===== config.mk =====
export PLATFORM = sky130hd
export DESIGN_NAME = axil2native_adapter
export DESIGN_NICKNAME = d
export VERILOG_FILES = /design/src/rtl/axil2native_adapter.sv
export SDC_FILE = /design/constraint.sdc
export NUM_CORES = 1
export LEC_CHECK = 0
export BUFFER_PORTS_ARGS = -buffer_cell sky130_fd_sc_hd__buf_2
export CAP_MARGIN = 20
export CORE_MARGIN = 2
export CORE_UTILIZATION = 50
export DETAILED_ROUTE_END_ITERATION = 8
export PLACE_DENSITY = 0.78
export SLEW_MARGIN = 20
export SYNTH_ARGS = -nofsm -noshare
export SYNTH_HDL_FRONTEND = slang
export SYNTH_SLANG_ARGS = --single-unit

===== constraint.sdc =====
create_clock -name clk -period 2 [get_ports clk]
set_input_delay 0.2 -clock clk [delete_from_list [all_inputs] [get_ports clk]]
set_output_delay 0.2 -clock clk [all_outputs]
set_load 0.01 [all_outputs]

===== src/rtl/axil2native_adapter.sv =====
// axil2native_adapter: AXI4-Lite slave that replays each read or write as one native valid/ready access.
// Build option: define AXIL2NATIVE_WR_FIRST_EN to give writes fixed priority over reads (default is round-robin).
module axil2native_adapter #(
   parameter int AXIL_ADDR_W = 32,
   parameter int AXIL_DATA_W = 32
) (
   input  logic                       clk,
   input  logic                       rst,
   input  logic [AXIL_ADDR_W-1:0]     s_axil_awaddr,
   input  logic [2:0]                 s_axil_awprot,
   input  logic                       s_axil_awvalid,
   output logic                       s_axil_awready,
   input  logic [AXIL_DATA_W-1:0]     s_axil_wdata,
   input  logic [AXIL_DATA_W/8-1:0]   s_axil_wstrb,
   input  logic                       s_axil_wvalid,
   output logic                       s_axil_wready,
   output logic [1:0]                 s_axil_bresp,
   output logic                       s_axil_bvalid,
   input  logic                       s_axil_bready,
   input  logic [AXIL_ADDR_W-1:0]     s_axil_araddr,
   input  logic [2:0]                 s_axil_arprot,
   input  logic                       s_axil_arvalid,
   output logic                       s_axil_arready,
   output logic [AXIL_DATA_W-1:0]     s_axil_rdata,
   output logic [1:0]                 s_axil_rresp,
   output logic                       s_axil_rvalid,
   input  logic                       s_axil_rready,
   output logic                       valid,
   output logic [AXIL_ADDR_W-1:0]     addr,
   output logic [AXIL_DATA_W-1:0]     wdata,
   output logic [AXIL_DATA_W/8-1:0]   wstrb,
   input  logic [AXIL_DATA_W-1:0]     rdata,
   input  logic                       ready
);

   localparam int STRB_W = AXIL_DATA_W / 8;

   localparam logic [2:0] S_IDLE    = 3'd0;
   localparam logic [2:0] S_WR_REQ  = 3'd1;
   localparam logic [2:0] S_RD_REQ  = 3'd2;
   localparam logic [2:0] S_WR_RESP = 3'd3;
   localparam logic [2:0] S_RD_RESP = 3'd4;

   logic [2:0]             r_state;
   logic                   r_awFull;
   logic                   r_wFull;
   logic                   r_arFull;
   logic [AXIL_ADDR_W-1:0] r_awAddr;
   logic [AXIL_DATA_W-1:0] r_wData;
   logic [STRB_W-1:0]      r_wStrb;
   logic [AXIL_ADDR_W-1:0] r_arAddr;
   logic                   r_valid;
   logic [AXIL_ADDR_W-1:0] r_addr;
   logic [AXIL_DATA_W-1:0] r_wdata;
   logic [STRB_W-1:0]      r_wstrb;
   logic [AXIL_DATA_W-1:0] r_rdata;
   logic                   r_bvalid;
   logic                   r_rvalid;

   logic w_awHs;
   logic w_wHs;
   logic w_arHs;
   logic w_wrPend;
   logic w_rdPend;
   logic w_pickWr;
   logic w_unusedProt;

   // Buffer readiness depends only on the holding flags, gated off while reset is held.
   assign s_axil_awready = !r_awFull && !rst;
   assign s_axil_wready  = !r_wFull && !rst;
   assign s_axil_arready = !r_arFull && !rst;

   assign w_awHs   = s_axil_awvalid && s_axil_awready;
   assign w_wHs    = s_axil_wvalid && s_axil_wready;
   assign w_arHs   = s_axil_arvalid && s_axil_arready;
   assign w_wrPend = r_awFull && r_wFull;
   assign w_rdPend = r_arFull;

`ifdef AXIL2NATIVE_WR_FIRST_EN
   assign w_pickWr = w_wrPend;
`else
   logic r_lastWr;

   // A tie goes to the opposite type of whatever was served last; reset counts as "write".
   assign w_pickWr = w_wrPend && (!w_rdPend || !r_lastWr);

   always_ff @(posedge clk) begin
      if (rst) begin
         r_lastWr <= 1'b1;
      end else if (r_state == S_IDLE && (w_wrPend || w_rdPend)) begin
         r_lastWr <= w_pickWr;
      end
   end
`endif

   assign w_unusedProt = ^{s_axil_awprot, s_axil_arprot};

   assign valid         = r_valid;
   assign addr          = r_addr;
   assign wdata         = r_wdata;
   assign wstrb         = r_wstrb;
   assign s_axil_bvalid = r_bvalid;
   assign s_axil_bresp  = 2'b00;
   assign s_axil_rvalid = r_rvalid;
   assign s_axil_rdata  = r_rdata;
   assign s_axil_rresp  = 2'b00;

   // Channel buffers fill on their handshakes; the FSM drains them one native access at a time.
   always_ff @(posedge clk) begin
      if (rst) begin
         r_state  <= S_IDLE;
         r_awFull <= 1'b0;
         r_wFull  <= 1'b0;
         r_arFull <= 1'b0;
         r_awAddr <= '0;
         r_wData  <= '0;
         r_wStrb  <= '0;
         r_arAddr <= '0;
         r_valid  <= 1'b0;
         r_addr   <= '0;
         r_wdata  <= '0;
         r_wstrb  <= '0;
         r_rdata  <= '0;
         r_bvalid <= 1'b0;
         r_rvalid <= 1'b0;
      end else begin
         if (w_awHs) begin
            r_awFull <= 1'b1;
            r_awAddr <= s_axil_awaddr;
         end
         if (w_wHs) begin
            r_wFull <= 1'b1;
            r_wData <= s_axil_wdata;
            r_wStrb <= s_axil_wstrb;
         end
         if (w_arHs) begin
            r_arFull <= 1'b1;
            r_arAddr <= s_axil_araddr;
         end

         case (r_state)
            S_IDLE: begin
               if (w_pickWr) begin
                  // An all-zero strobe writes nothing, so answer straight away without a native access.
                  if (r_wStrb == '0) begin
                     r_awFull <= 1'b0;
                     r_wFull  <= 1'b0;
                     r_bvalid <= 1'b1;
                     r_state  <= S_WR_RESP;
                  end else begin
                     r_valid <= 1'b1;
                     r_addr  <= r_awAddr;
                     r_wdata <= r_wData;
                     r_wstrb <= r_wStrb;
                     r_state <= S_WR_REQ;
                  end
               end else if (w_rdPend) begin
                  r_valid <= 1'b1;
                  r_addr  <= r_arAddr;
                  r_wdata <= '0;
                  r_wstrb <= '0;
                  r_state <= S_RD_REQ;
               end
            end
            S_WR_REQ: begin
               if (ready) begin
                  r_valid  <= 1'b0;
                  r_awFull <= 1'b0;
                  r_wFull  <= 1'b0;
                  r_bvalid <= 1'b1;
                  r_state  <= S_WR_RESP;
               end
            end
            S_RD_REQ: begin
               if (ready) begin
                  r_valid  <= 1'b0;
                  r_rdata  <= rdata;
                  r_arFull <= 1'b0;
                  r_rvalid <= 1'b1;
                  r_state  <= S_RD_RESP;
               end
            end
            S_WR_RESP: begin
               if (s_axil_bready) begin
                  r_bvalid <= 1'b0;
                  r_state  <= S_IDLE;
               end
            end
            S_RD_RESP: begin
               if (s_axil_rready) begin
                  r_rvalid <= 1'b0;
                  r_state  <= S_IDLE;
               end
            end
            default: begin
               r_state <= S_IDLE;
            end
         endcase
      end
   end

endmodule


# Yosys cells after proc, flatten, opt, wreduce, memory -nomap -nowiden
# Cells that the tools add are included.
# Widths: inputs -> output; s select.
# totals
regBits	210
latchBits	0
ram_bits	0
mem_bits_ro	0
inputBits	146
output_inout_bits	110
wordCells	101
memories	0
# classes
add_sub_neg	0
mul	0
div	0
order_cmp	0
eq_ne	14
shifts	0
n_mux	42
bitwise_logic	0
reduce_logical	29
# op_table
op	count
$mux 32	6
$mux 1	20
$mux 3	6
$pmux 3 s5	1
$mux 4	3
$ne 2x2->1 const B	6
$reduce_and 5->1	2
$logic_and 1x1->1	9
$pmux 1 s2	4
$eq 3x2->1 const B	2
$ne 3x3->1 const B	2
$reduce_and 3->1	2
$reduce_bool 2->1	3
$logic_not 1->1	5
$logic_not 4->1	1
$ne 2x1->1 const B	2
$reduce_and 4->1	1
$eq 3x1->1 const B	1
$eq 3x3->1 const B	1
$logic_not 3->1	1
$pmux 1 s3	1
$reduce_bool 3->1	1
$logic_or 1x1->1	2
$mux 2	1
2 further kinds	2

# Depth between registers and ports, before layout
# Gate-level depths: netlist of the first run.
# depth
ltp_word	7
ltp_mapped	7
ltp_nobuf	4

# Least setup slack after synthesis of the first run
# Ideal clock, no wire load.
# synth_path
path_kind	reg2reg
from	register r_wStrb[0]
to	register r_addr[10], in the netlist addr[10]
setup_ns	0.146
t_arrival_ns	1.657
required_ns	1.854
slack_ns	0.197
stages_incl_launch_ff	7
path_buffers	2
synth_period_minus_slack_ns	1.803
cell_sequence	dfxtp_1 or4_4 or3_1 buf_6 buf_12 a21oi_2 a211oi_2
# synth_between
elab_chain_len	3
# synth_lines
element	line	source
from (decl)	50	logic [STRB_W-1:0] r_wStrb;
from (signal assigned)	134	r_wStrb <= s_axil_wstrb;
$logic_not 4->1	145	if (r_wStrb == '0) begin
$ne 2x2->1 (no line)	-	
$reduce_and 3->1 (no line)	-	
to (signal assigned)	152	r_addr <= r_awAddr;
to (signal assigned)	159	r_addr <= r_arAddr;
to (decl)	53	logic [AXIL_ADDR_W-1:0] r_addr;
# No other way between the ends.
# A chain may end at the register's enable or synchronous reset.

# Worst setup path after layout of the first run
# layout_path
from	register r_wStrb[1]
to	register r_addr[21], in the netlist addr[21]
# The elaborated chain is that of the path after synthesis.

==> results by group, run 1 <==
Clock network
  • Clock latency on the worst-skew pair: 0.49 ns
  • CTS Buf Count: 22
  • CTS tree: yes
  • Sink Count: 210
  • CTS Buffer Depth: 3
  • Clk root buf: clkbuf_16
  • CTS H-tree lvls: 1
  • Clock transition at path regs: 0.06 ns

Cells and area
  • Area growth from synthesis to layout: 42.4%
  • FF+latch area: 0.00420 mm^2
  • Final #Nets: 1454
  • Fillers: 1177
  • Layout cells sized above 1: 28.6%
  • Multi-input logic area: 0.00379 mm^2

Critical path
  • Worst Path Required: 2.35 ns
  • Buffer and inverter count on the worst path: 1
  • Slowest-stage cell, CP: or4_4
  • Worst Path Class, Setup: register to register
  • Flop2flop setup slack: 0.06 ns
  • CP Capture Point: addr[21]
  • Crit-path leading delay family: simple AND/OR/NAND/NOR gates
  • R2R cell count: 5
  • CP arrival: 2.29 ns
  • Crit. End Element: register
  • CP startpoint: r_wStrb[1]
  • Reg2Reg Capture Point: addr[21]
  • Stages on worst setup path: 5
  • Worst path cell trace: or4_4 > or3_2 > buf_4 > a21oi_2 > a211oi_2
  • Max Fanout on Critical Path: 12
  • Startpoint types: register
  • R2r startpoint: r_wStrb[1]
  • CP peak stage delay: 0.53 ns

Power
  • Maximum VDD drop: 0.000637 V
  • Tot Pwr: 10.5 mW
  • Internal power: 7.77 mW
  • Sequential power share: 44.6%
  • Switching power: 2.72 mW
  • Comb power frac: 16.9%
  • Sw Share: 25.9%
  • PD cells: 879 mW/mm^2
  • Clk network pwr share: 38.5%
  • Lkg Pwr: 4.79 nW

Worst hold path
  • Worst Hold Class: input port to register

GRT
  • First-pass GRT wire length: 38800 um
  • Vias in the first global route: 7834
  • Largest net degree at the start of global routing: 131
  • Congestion Overflow GR: 0
  • Gr usage total: 26.4%
  • Initial antenna violation count: 3

Timing
  • Setup Skew: 0.00838 ns
  • Peak Freq: 516 MHz
  • Hold Vio Cnt, Final: 0
  • Fin crit share: 97.0%
  • Setup violations, final: 0
  • Relative slew slack: 54.5%
  • RSZ-0062 raised after global routing: false
  • Least-Margin Pin Slew: 0.682 ns
  • Setup TNS: 0 ns
  • Pins over their slew limit: 0
  • Tmin final: 1.94 ns

Route
  • Vias per cell: 5.15
  • Final WL: 24300 um
  • # DRC: 0
  • Vias post-DR: 7958
  • DRT iter0 DRCs: 547
  • ANT nets after route: 0
  • Pre-Repair DR Iteration Count: 4
  • DR WL/cell: 15.7 um

Logic synthesis
  • #FFs+latches synth: 210
  • Post-synthesis sequential area ratio: 50.2%
  • Netlist Area Pre-Place: 0.00838 mm^2
  • Yosys warns: 0
  • Top_reg_cell synth: dfxtp_1
  • Distinct cells, synth: 40
  • Mapped Cells: 959
  • Avg Inst Size Synth: 8.74 um^2
  • EDFF count, synth: 0
  • Fraction of registers with async set/reset: 0%

Placement
  • Number of port buffers: 245
  • DP HPWL: 13400 um
  • Placer Congestion: 0.836

Floorplanning
  • Die W: 133 um
  • Die Y: 133 um
  • Row cnt: 47
  • Io pins: 256
  • Starting Density: 50.9%
  • Core area: 0.0165 mm^2
  • Die area: 0.0178 mm^2

Outcome
  • Status: completed

Job
  • Max-cap viol count: 0
[area by class of cell]
class	instances	share of cell area, %
Timing Repair Buffer	407	24.4
Inverter	4	0.126
Tap cell	220	2.31
Clock inverter	6	0.503
Antenna cell	3	0.0629
Multi-Input combinational cell	663	31.8
Sequential cell	210	35.2
Clock buffer	32	5.61
[repair_timing]
action | 4_1_cts | 5_1_grt
hold buffers | 136 | 0
endpoints found under the hold margin | 138 | 0
setup endpoints to repair | 0 | 30
resized for setup | 0 | 5
setup buffers | 0 | 2
[synthesized netlist by cell type (2+ instances only)]
master | number | share of area [%]
nor4b_1 | 2 | 0.21
nor2_1 | 10 | 0.45
or3_1 | 2 | 0.15
buf_12 | 3 | 0.72
clkbuf_1 | 57 | 2.6
dfxtp_1 | 210 | 50
a21oi_1 | 74 | 4.4
buf_4 | 4 | 0.36
o21ai_1 | 26 | 1.6
a211oi_2 | 29 | 4.3
o21ai_0 | 112 | 6.7
a31oi_1 | 4 | 0.30
nand3_1 | 2 | 0.12
buf_2 | 19 | 1.1
inv_1 | 4 | 0.18
a21oi_2 | 29 | 3.0
nand2_1 | 205 | 9.2
nor3_1 | 6 | 0.36
and2_1 | 6 | 0.45
mux2i_1 | 34 | 4.1
a211oi_1 | 4 | 0.36
nand2b_1 | 99 | 7.4
[layout by cell type (no fill, tap or decap), drive strengths merged, types with 2 or more instances in the layout]
cell type	instances
nor3	8
or3	2
nand2b	99
and2	6
dfxtp	210
inv	4
buf	271
a31oi	4
diode	3
clkinv	3
a21oi	103
a211oi	33
o21ai	138
mux2i	34
dlygate4sd3	136
clkbuf	32
clkinvlp	2
conb	4
nor2	12
nand2	205
nand3	2
nor4b	2
[worst min-delay path: stages]
cell and delay, ns:
buf_2 0.09, mux2i_1 0.08, nand2_1 0.07, a211oi_1 0.05
[state kept, by name (all words and copies together) (netlist names), 3 cells and up]
register      cells
wdata            32
r_arAddr         32
wstrb             4
r_wStrb           4
r_awAddr         32
s_axil_rdata     32
r_state           3
addr             32
r_wData          32
[kinds of logic after synthesis]
| kind of cell | after synthesis | synth area share [%] |
|---|---|---|
| mux | 34 | 4.06 |
| xor+xnor | 1 | 0.105 |
| buf+inv | 89 | 5.12 |
| compound gates | 283 | 21.2 |
| flops | 210 | 50.2 |
| simple gates | 341 | 19.3 |
| other cells | 1 | 0.0447 |
[power by group through the flow]
stage	combinational (mW)	sequential, mW	clock, mW
floorplan	0.890	4.80	0
global placement	1.46	4.75	0
detailed placement	1.51	4.76	0
CTS	1.72	4.67	4.12
global route	1.91	4.71	4.30
finish	1.77	4.68	4.04
[layer usage]
layer / GRT usage (%) / part of all wire (%) / vias to the layer above
li1: - / - / 3906
met3: 4.76 / 5.1 / 85
met5: 0 / 0 / -
met1: 31.2 / 41 / 3683
met2: 45.9 / 49 / 284
met4: 13.4 / 4.7 / 0
[metrics by stage]
step	hold WS [ns]	util [%]	setup slack, ns	instances	cell area, um^2
floorplan	0.309	-	0.197	962	8390
global placement	0.391	59.4	0.0335	1365	9780
detailed placement	0.398	59.5	0.0499	1366	9800
CTS	0.0468	72.2	0.0301	1540	11900
global route	0.0718	72.5	0.00160	1545	11900
finish	0.0551	72.5	0.0607	1545	11900
[how the worst min path moves through the flow]
stage,from,endpoint,slack (ns),cells after the start
finish,s_axil_bready,r_state[1],0.06,4
global route,s_axil_bready,r_state[1],0.07,4
CTS,s_axil_bready,r_state[1],0.05,4
detailed placement,s_axil_wdata[10],r_wData[10],0.40,3
global placement,s_axil_wdata[1],r_wData[1],0.39,3
floorplan,s_axil_araddr[0],r_arAddr[0],0.31,2
Power figures use the tool's default switching activity.
==> run 2: changes to the inputs <==
- clock period: 2 -> 2.07 ns (I/O delays scaled with it)
==> run 2 against run 1 <==
Against the previous run: utilization is 0.42 points lower; clock skew is 0.0072 ns higher; wire length is 0.82% higher; critical endpoint is now addr[25]; setup slack better by 0.028 ns; cell count is 0.32% lower; flip-flop and latch count stayed put; die area stayed put; clock power is 4% lower.
==> results by group, run 2 (synthesized netlist as in run 1, its figures left out) <==
Outcome
  • Status: completed

Power
  • Internal power: 7.42 mW (-4.5%)
  • Maximum VDD drop: 0.000744 V (+17%)
  • Comb power frac: 16.7% (-0.2 points)
  • Switching power: 2.67 mW (-2.0%)
  • Sequential power share: 44.8% (+0.2 points)
  • Lkg Pwr: 4.76 nW (-0.70%)
  • Clk network pwr share: 38.5% (about the same)
  • Sw Share: 26.4% (+0.51 points)
  • PD cells: 850 mW/mm^2 (-3.3%)

Cells and area
  • Final #Nets: 1451 (-0.21%)
  • Most common cell after layout, fill and taps aside: buf_2
  • Commonest non-fill, non-tap cells in the layout: 244 x buf_2, 210 x dfxtp_1, 205 x nand2_1
  • Post-layout instance area: 0.0119 mm^2 (-0.58%)
  • Layout cells sized above 1: 28.0% (-0.62 points)
  • Area growth from synthesis to layout: 41.6%
  • Final Util: 72.1% (-0.42 points)
  • Layout Cells excl Fill: 1540 (-0.32%)

Floorplanning
  • Die Y: 133 um (unchanged)
  • Core area: 0.0165 mm^2 (unchanged)
  • Die W: 133 um (unchanged)
  • Starting Density: 50.9% (unchanged)
  • Die area: 0.0178 mm^2 (unchanged)
  • Row cnt: 47 (unchanged)
  • Io pins: 256 (unchanged)

Clock network
  • CTS H-tree lvls: 1 (unchanged)
  • Setup Buffers After CTS: 0 (unchanged)
  • Sink Count: 210 (unchanged)
  • Clock transition at path regs: 0.06 ns (about the same)
  • CTS tree: yes
  • Clock latency on the worst-skew pair: 0.51 ns (+0.02 ns)
  • CTS Buffer Depth: 3 (unchanged)
  • CTS Hold Buffers Added: 135 (-0.74%)
  • Resized cells post-CTS: 0 (unchanged)
  • CTS Buf Count: 23 (+4.5%)
  • Clk root buf: clkbuf_16

Placement
  • Area after DPL: 0.00981 mm^2 (about the same)
  • Placer Congestion: 0.825 (-1.3%)
  • Placed Cells: 1365 (-0.073%)
  • DP HPWL: 13400 um (about the same)
  • Number of port buffers: 245 (unchanged)

Route
  • Routed length on met2: 12100 um (+1.4%)
  • # DRC: 0 (unchanged)
  • Pre-Repair DR Iteration Count: 5 (+1)
  • Vias per cell: 5.21 (+1.2%)
  • Max layer used: met4
  • DRT iter0 DRCs: 517 (-5.5%)
  • Routed wl met3: 1310 um (+6.2%)
  • DR WL/cell: 15.9 um (+1.2%)
  • ANT nets after route: 0 (unchanged)
  • Vias post-DR: 8028 (+0.88%)
  • Routed met1 length: 9930 um (-0.29%)
  • Final WL: 24500 um (+0.82%)

Critical path
  • Max Fanout on Critical Path: 11 (-1)
  • Buffer and inverter count on the worst path: 1 (unchanged)
  • Startpoint types: register
  • CP arrival: 2.34 ns (+0.05 ns)
  • R2R cell count: 5 (unchanged)
  • Worst path cell trace: or4_4 > or3_2 > buf_4 > a21oi_2 > a211oi_2
  • Crit-path leading delay family: simple AND/OR/NAND/NOR gates
  • Reg2Reg Capture Point: addr[25]
  • R2r startpoint: r_wStrb[0]
  • Slowest-stage cell, CP: or4_4
  • Worst Path Class, Setup: register to register
  • CP peak stage delay: 0.58 ns (+0.05 ns)
  • Worst Path Required: 2.43 ns (+0.08 ns)
  • Flop2flop setup slack: 0.09 ns (+0.03 ns)
  • Crit. End Element: register

Timing
  • Setup Skew: 0.0156 ns (+0.00721 ns)
  • Relative slew slack: 52.4% (-2.1 points)
  • Setup violations, final: 0 (unchanged)
  • Fin crit share: 95.7% (-1.3 points)
  • Peak Freq: 505 MHz (-2.1%)
  • Hold slack: 0.0392 ns (-0.0159 ns)
  • Tmin final: 1.98 ns (+0.0416 ns)
  • Least-Margin Pin Slew: 0.714 ns (+0.0311 ns)
  • RSZ-0062 raised after global routing: false
  • Setup TNS: 0 ns (unchanged)
  • Pins over their slew limit: 0 (unchanged)
  • Hold Vio Cnt, Final: 0 (unchanged)

Worst hold path
  • Hold path start: rst
  • Worst hold endpoint: addr[16]
  • Worst Hold Class: input port to register
  • Cells on Worst Hold Path: 2 (-2)

GRT
  • Congestion Overflow GR: 0 (unchanged)
  • Initial antenna violation count: 1 (-2)
  • Gr usage total: 26.4% (about the same)
  • Largest net degree at the start of global routing: 114 (-13%)
  • Vias in the first global route: 7921 (+1.1%)
  • First-pass GRT wire length: 38900 um (+0.18%)

Job
  • Max-cap viol count: 0 (unchanged)
## run 2: cell count changes in the layout (fill, tap and decap cells not counted), sizes merged
| cell | delta |
|---|---|
| buf | -3 |
| clkbuf | +3 |
| clkinv | -2 |
| inv | +2 |
| diode | -2 |
| dlygate4sd3 | -1 |
| clkinvlp | -2 |
## run 2: power by group through the flow
stage	logic [mW]	clock network (mW)	registers [mW]
2_1_floorplan	0.860	0	4.64
3_3_place_gp	1.42	0	4.59
3_5_place_dp	1.45	0	4.60
4_1_cts	1.66	3.95	4.52
5_1_grt	1.82	4.13	4.56
6_report	1.69	3.88	4.52
## run 2: metrics by stage
| stage | total power, mW | setup slack, ns |
|---|---|---|
| floorplan | 5.50 | 0.267 |
| global placement | 6.01 | 0.140 |
| detailed placement | 6.06 | 0.111 |
| CTS | 10.1 | 0.0874 |
| global route | 10.5 | 0.0312 |
| finish | 10.1 | 0.0891 |
## run 2: layout make-up
cell class,instances,area (um^2)
Inverter,4,15.0
Clock inverter,4,52.6
Timing Repair Buffer,403,2880
Fill cell,1198,4600
Tap cell,220,275
Antenna cell,1,2.50
Multi-Input combinational cell,663,3780
Sequential cell,210,4200
Clock buffer,35,651
## run 2: worst max path at each step
stage | depth (start not counted) | start | end | slack, ns
3_3_place_gp | 5 | r_wStrb[0] | addr[27] | 0.14
6_report | 5 | r_wStrb[0] | addr[25] | 0.09
3_5_place_dp | 5 | r_wStrb[0] | addr[25] | 0.11
4_1_cts | 5 | r_wStrb[0] | addr[25] | 0.09
5_1_grt | 5 | r_wStrb[0] | addr[0] | 0.03
2_1_floorplan | 6 | r_wStrb[0] | addr[10] | 0.27
## run 2: per-layer routing
| metal | vias up | GRT usage [%] |
|---|---|---|
| met5 | - | 0 |
| met3 | 82 | 4.45 |
| met4 | 0 | 11.9 |
| li1 | 3897 | - |
| met2 | 284 | 46.2 |
| met1 | 3765 | 31.7 |
==> run 3: changes to the inputs <==
- HOLD_SLACK_MARGIN: unset -> 0.12
==> run 3 against run 2 <==
Against the previous run: die area stayed put; critical path type unchanged; count of clock-buffer cells in the layout is the same; highest routed layer unchanged; combinational power about the same.
==> results by group, run 3 (synthesized netlist as in run 1, its figures left out) <==
Outcome
  • Status: completed

Cells and area
  • Area growth from synthesis to layout: 42.2%
  • Commonest non-fill, non-tap cells in the layout: 244 x buf_2, 210 x dfxtp_1, 205 x nand2_1
  • Post-layout instance area: 0.0119 mm^2 (+0.42%)
  • Final #Nets: 1456 (+0.34%)
  • Layout cells sized above 1: 27.9% (-0.11 points)
  • Final Util: 72.4% (+0.30 points)
  • Fillers: 1179 (-1.6%)
  • Most common cell after layout, fill and taps aside: buf_2

Clock network
  • CTS tree: yes
  • CTS Hold Buffers Added: 140 (+3.7%)
  • CTS Buf Count: 23 (unchanged)
  • Resized cells post-CTS: 0 (unchanged)
  • Setup Buffers After CTS: 0 (unchanged)
  • CTS Buffer Depth: 3 (unchanged)
  • Clock latency on the worst-skew pair: 0.51 ns (about the same)
  • Clock transition at path regs: 0.06 ns (about the same)
  • CTS H-tree lvls: 1 (unchanged)
  • Sink Count: 210 (unchanged)
  • Clk root buf: clkbuf_16

GRT
  • Vias in the first global route: 8078 (+2.0%)
  • Gr usage total: 26.6% (+0.24 points)
  • Largest net degree at the start of global routing: 114 (unchanged)
  • First-pass GRT wire length: 39200 um (+0.73%)
  • Congestion Overflow GR: 0 (unchanged)
  • Initial antenna violation count: 1 (unchanged)

Timing
  • Peak Freq: 505 MHz (about the same)
  • Fin crit share: 95.7% (about the same)
  • Setup Skew: 0.0136 ns (-0.00196 ns)
  • Pins over their slew limit: 0 (unchanged)
  • Tmin final: 1.98 ns (+0.000525 ns)
  • RSZ-0062 raised after global routing: false
  • Setup violations, final: 0 (unchanged)
  • Relative slew slack: 51.5% (-0.88 points)
  • Setup TNS: 0 ns (unchanged)
  • Hold Vio Cnt, Final: 0 (unchanged)
  • Least-Margin Pin Slew: 0.727 ns (+0.0132 ns)

Floorplanning
  • Core area: 0.0165 mm^2 (unchanged)
  • Die W: 133 um (unchanged)
  • Die Y: 133 um (unchanged)
  • Die area: 0.0178 mm^2 (unchanged)
  • Starting Density: 50.9% (unchanged)
  • Io pins: 256 (unchanged)
  • Row cnt: 47 (unchanged)

Power
  • Switching power: 2.67 mW (+0.18%)
  • Clk network pwr share: 38.4% (about the same)
  • Maximum VDD drop: 0.000743 V (-0.21%)
  • Comb power frac: 16.8% (about the same)
  • Tot Pwr: 10.1 mW (+0.12%)
  • Sw Share: 26.5% (about the same)
  • Sequential power share: 44.8% (about the same)
  • PD cells: 848 mW/mm^2 (-0.30%)
  • Lkg Pwr: 4.78 nW (+0.44%)
  • Internal power: 7.43 mW (about the same)

Placement
  • Number of port buffers: 245 (unchanged)
  • DP HPWL: 13400 um (unchanged)
  • Area after DPL: 0.00981 mm^2 (unchanged)
  • Placer Congestion: 0.825 (unchanged)

Critical path
  • Worst Path Class, Setup: register to register
  • Max Fanout on Critical Path: 11 (unchanged)
  • R2R cell count: 5 (unchanged)
  • Flop2flop setup slack: 0.09 ns (about the same)
  • Startpoint types: register
  • CP arrival: 2.35 ns (about the same)
  • Reg2Reg Capture Point: addr[25]
  • Crit. End Element: register
  • R2r startpoint: r_wStrb[0]
  • Worst Path Required: 2.43 ns (about the same)

Job
  • Max-cap viol count: 0 (unchanged)

Route
  • # DRC: 0 (unchanged)
  • DR WL/cell: 15.9 um (+0.19%)
  • Pre-Repair DR Iteration Count: 5 (unchanged)
  • Final WL: 24600 um (+0.52%)
  • DRT iter0 DRCs: 448 (-13%)
  • Vias per cell: 5.25 (+0.64%)
  • Vias post-DR: 8106 (+0.97%)
  • ANT nets after route: 0 (unchanged)

Worst hold path
  • Hold path start: s_axil_wdata[11]
  • Worst Hold Class: input port to register
  • Cells on Worst Hold Path: 4 (+2)
  • Worst hold endpoint: r_wData[11]
## run 3: cell types whose count changed in the layout (fill, tap and decap cells not counted), sizes merged
cell,delta
dlygate4sd3,+5
## run 3: critical path, cell delays in order, from the launching register on
cell      delay (ns)
dfxtp_1         0.31
or4_4           0.58
or3_2           0.48
buf_4           0.23
a21oi_2         0.17
a211oi_2        0.06
## run 3: through the flow
step           cells  hold WS (ns)  setup slack (ns)
6_report        1545         0.432            0.0886
4_1_cts         1544         0.410            0.0874
2_1_floorplan    962         0.316             0.267
3_3_place_gp    1365         0.399             0.140
5_1_grt         1545         0.426            0.0313
3_5_place_dp    1365         0.407             0.111
## run 3: metal layers
layer	vias to the layer above	wire length, um	GRT usage [%]	part of all wire (%)
met5	-	0	0	0
met4	0	1160	12.4	4.7
met3	84	1400	4.76	5.7
met2	290	12200	47.4	50
met1	3818	9820	31.1	40
li1	3914	-	-	-
## run 3: final cells by class
class / instances / area, um^2 / share of cell area [%]
antenna: 1 / 2.50 / 0.0210
clock buffer: 35 / 651 / 5.46
clock inverter: 4 / 52.6 / 0.441
inverter: 4 / 15.0 / 0.126
multi-input combinational: 663 / 3780 / 31.8
sequential: 210 / 4200 / 35.3
tap: 220 / 275 / 2.31
timing repair buffer: 408 / 2930 / 24.6
## run 3: worst max path at each step
stage               startpoint       end  slack [ns]  depth (start not counted)
global placement    r_wStrb[0]  addr[27]        0.14                          5
detailed placement  r_wStrb[0]  addr[25]        0.11                          5
finish              r_wStrb[0]  addr[25]        0.09                          5
CTS                 r_wStrb[0]  addr[25]        0.09                          5
global route        r_wStrb[0]   addr[0]        0.03                          5
floorplan           r_wStrb[0]  addr[10]        0.27                          6
## run 3: power groups by stage
| stage | sequential (mW) | clock (mW) | combinational [mW] |
|---|---|---|---|
| finish | 4.52 | 3.88 | 1.70 |
| global route | 4.56 | 4.13 | 1.83 |
| CTS | 4.52 | 3.95 | 1.67 |
| detailed placement | 4.60 | 0 | 1.45 |
| global placement | 4.59 | 0 | 1.42 |
| floorplan | 4.64 | 0 | 0.860 |
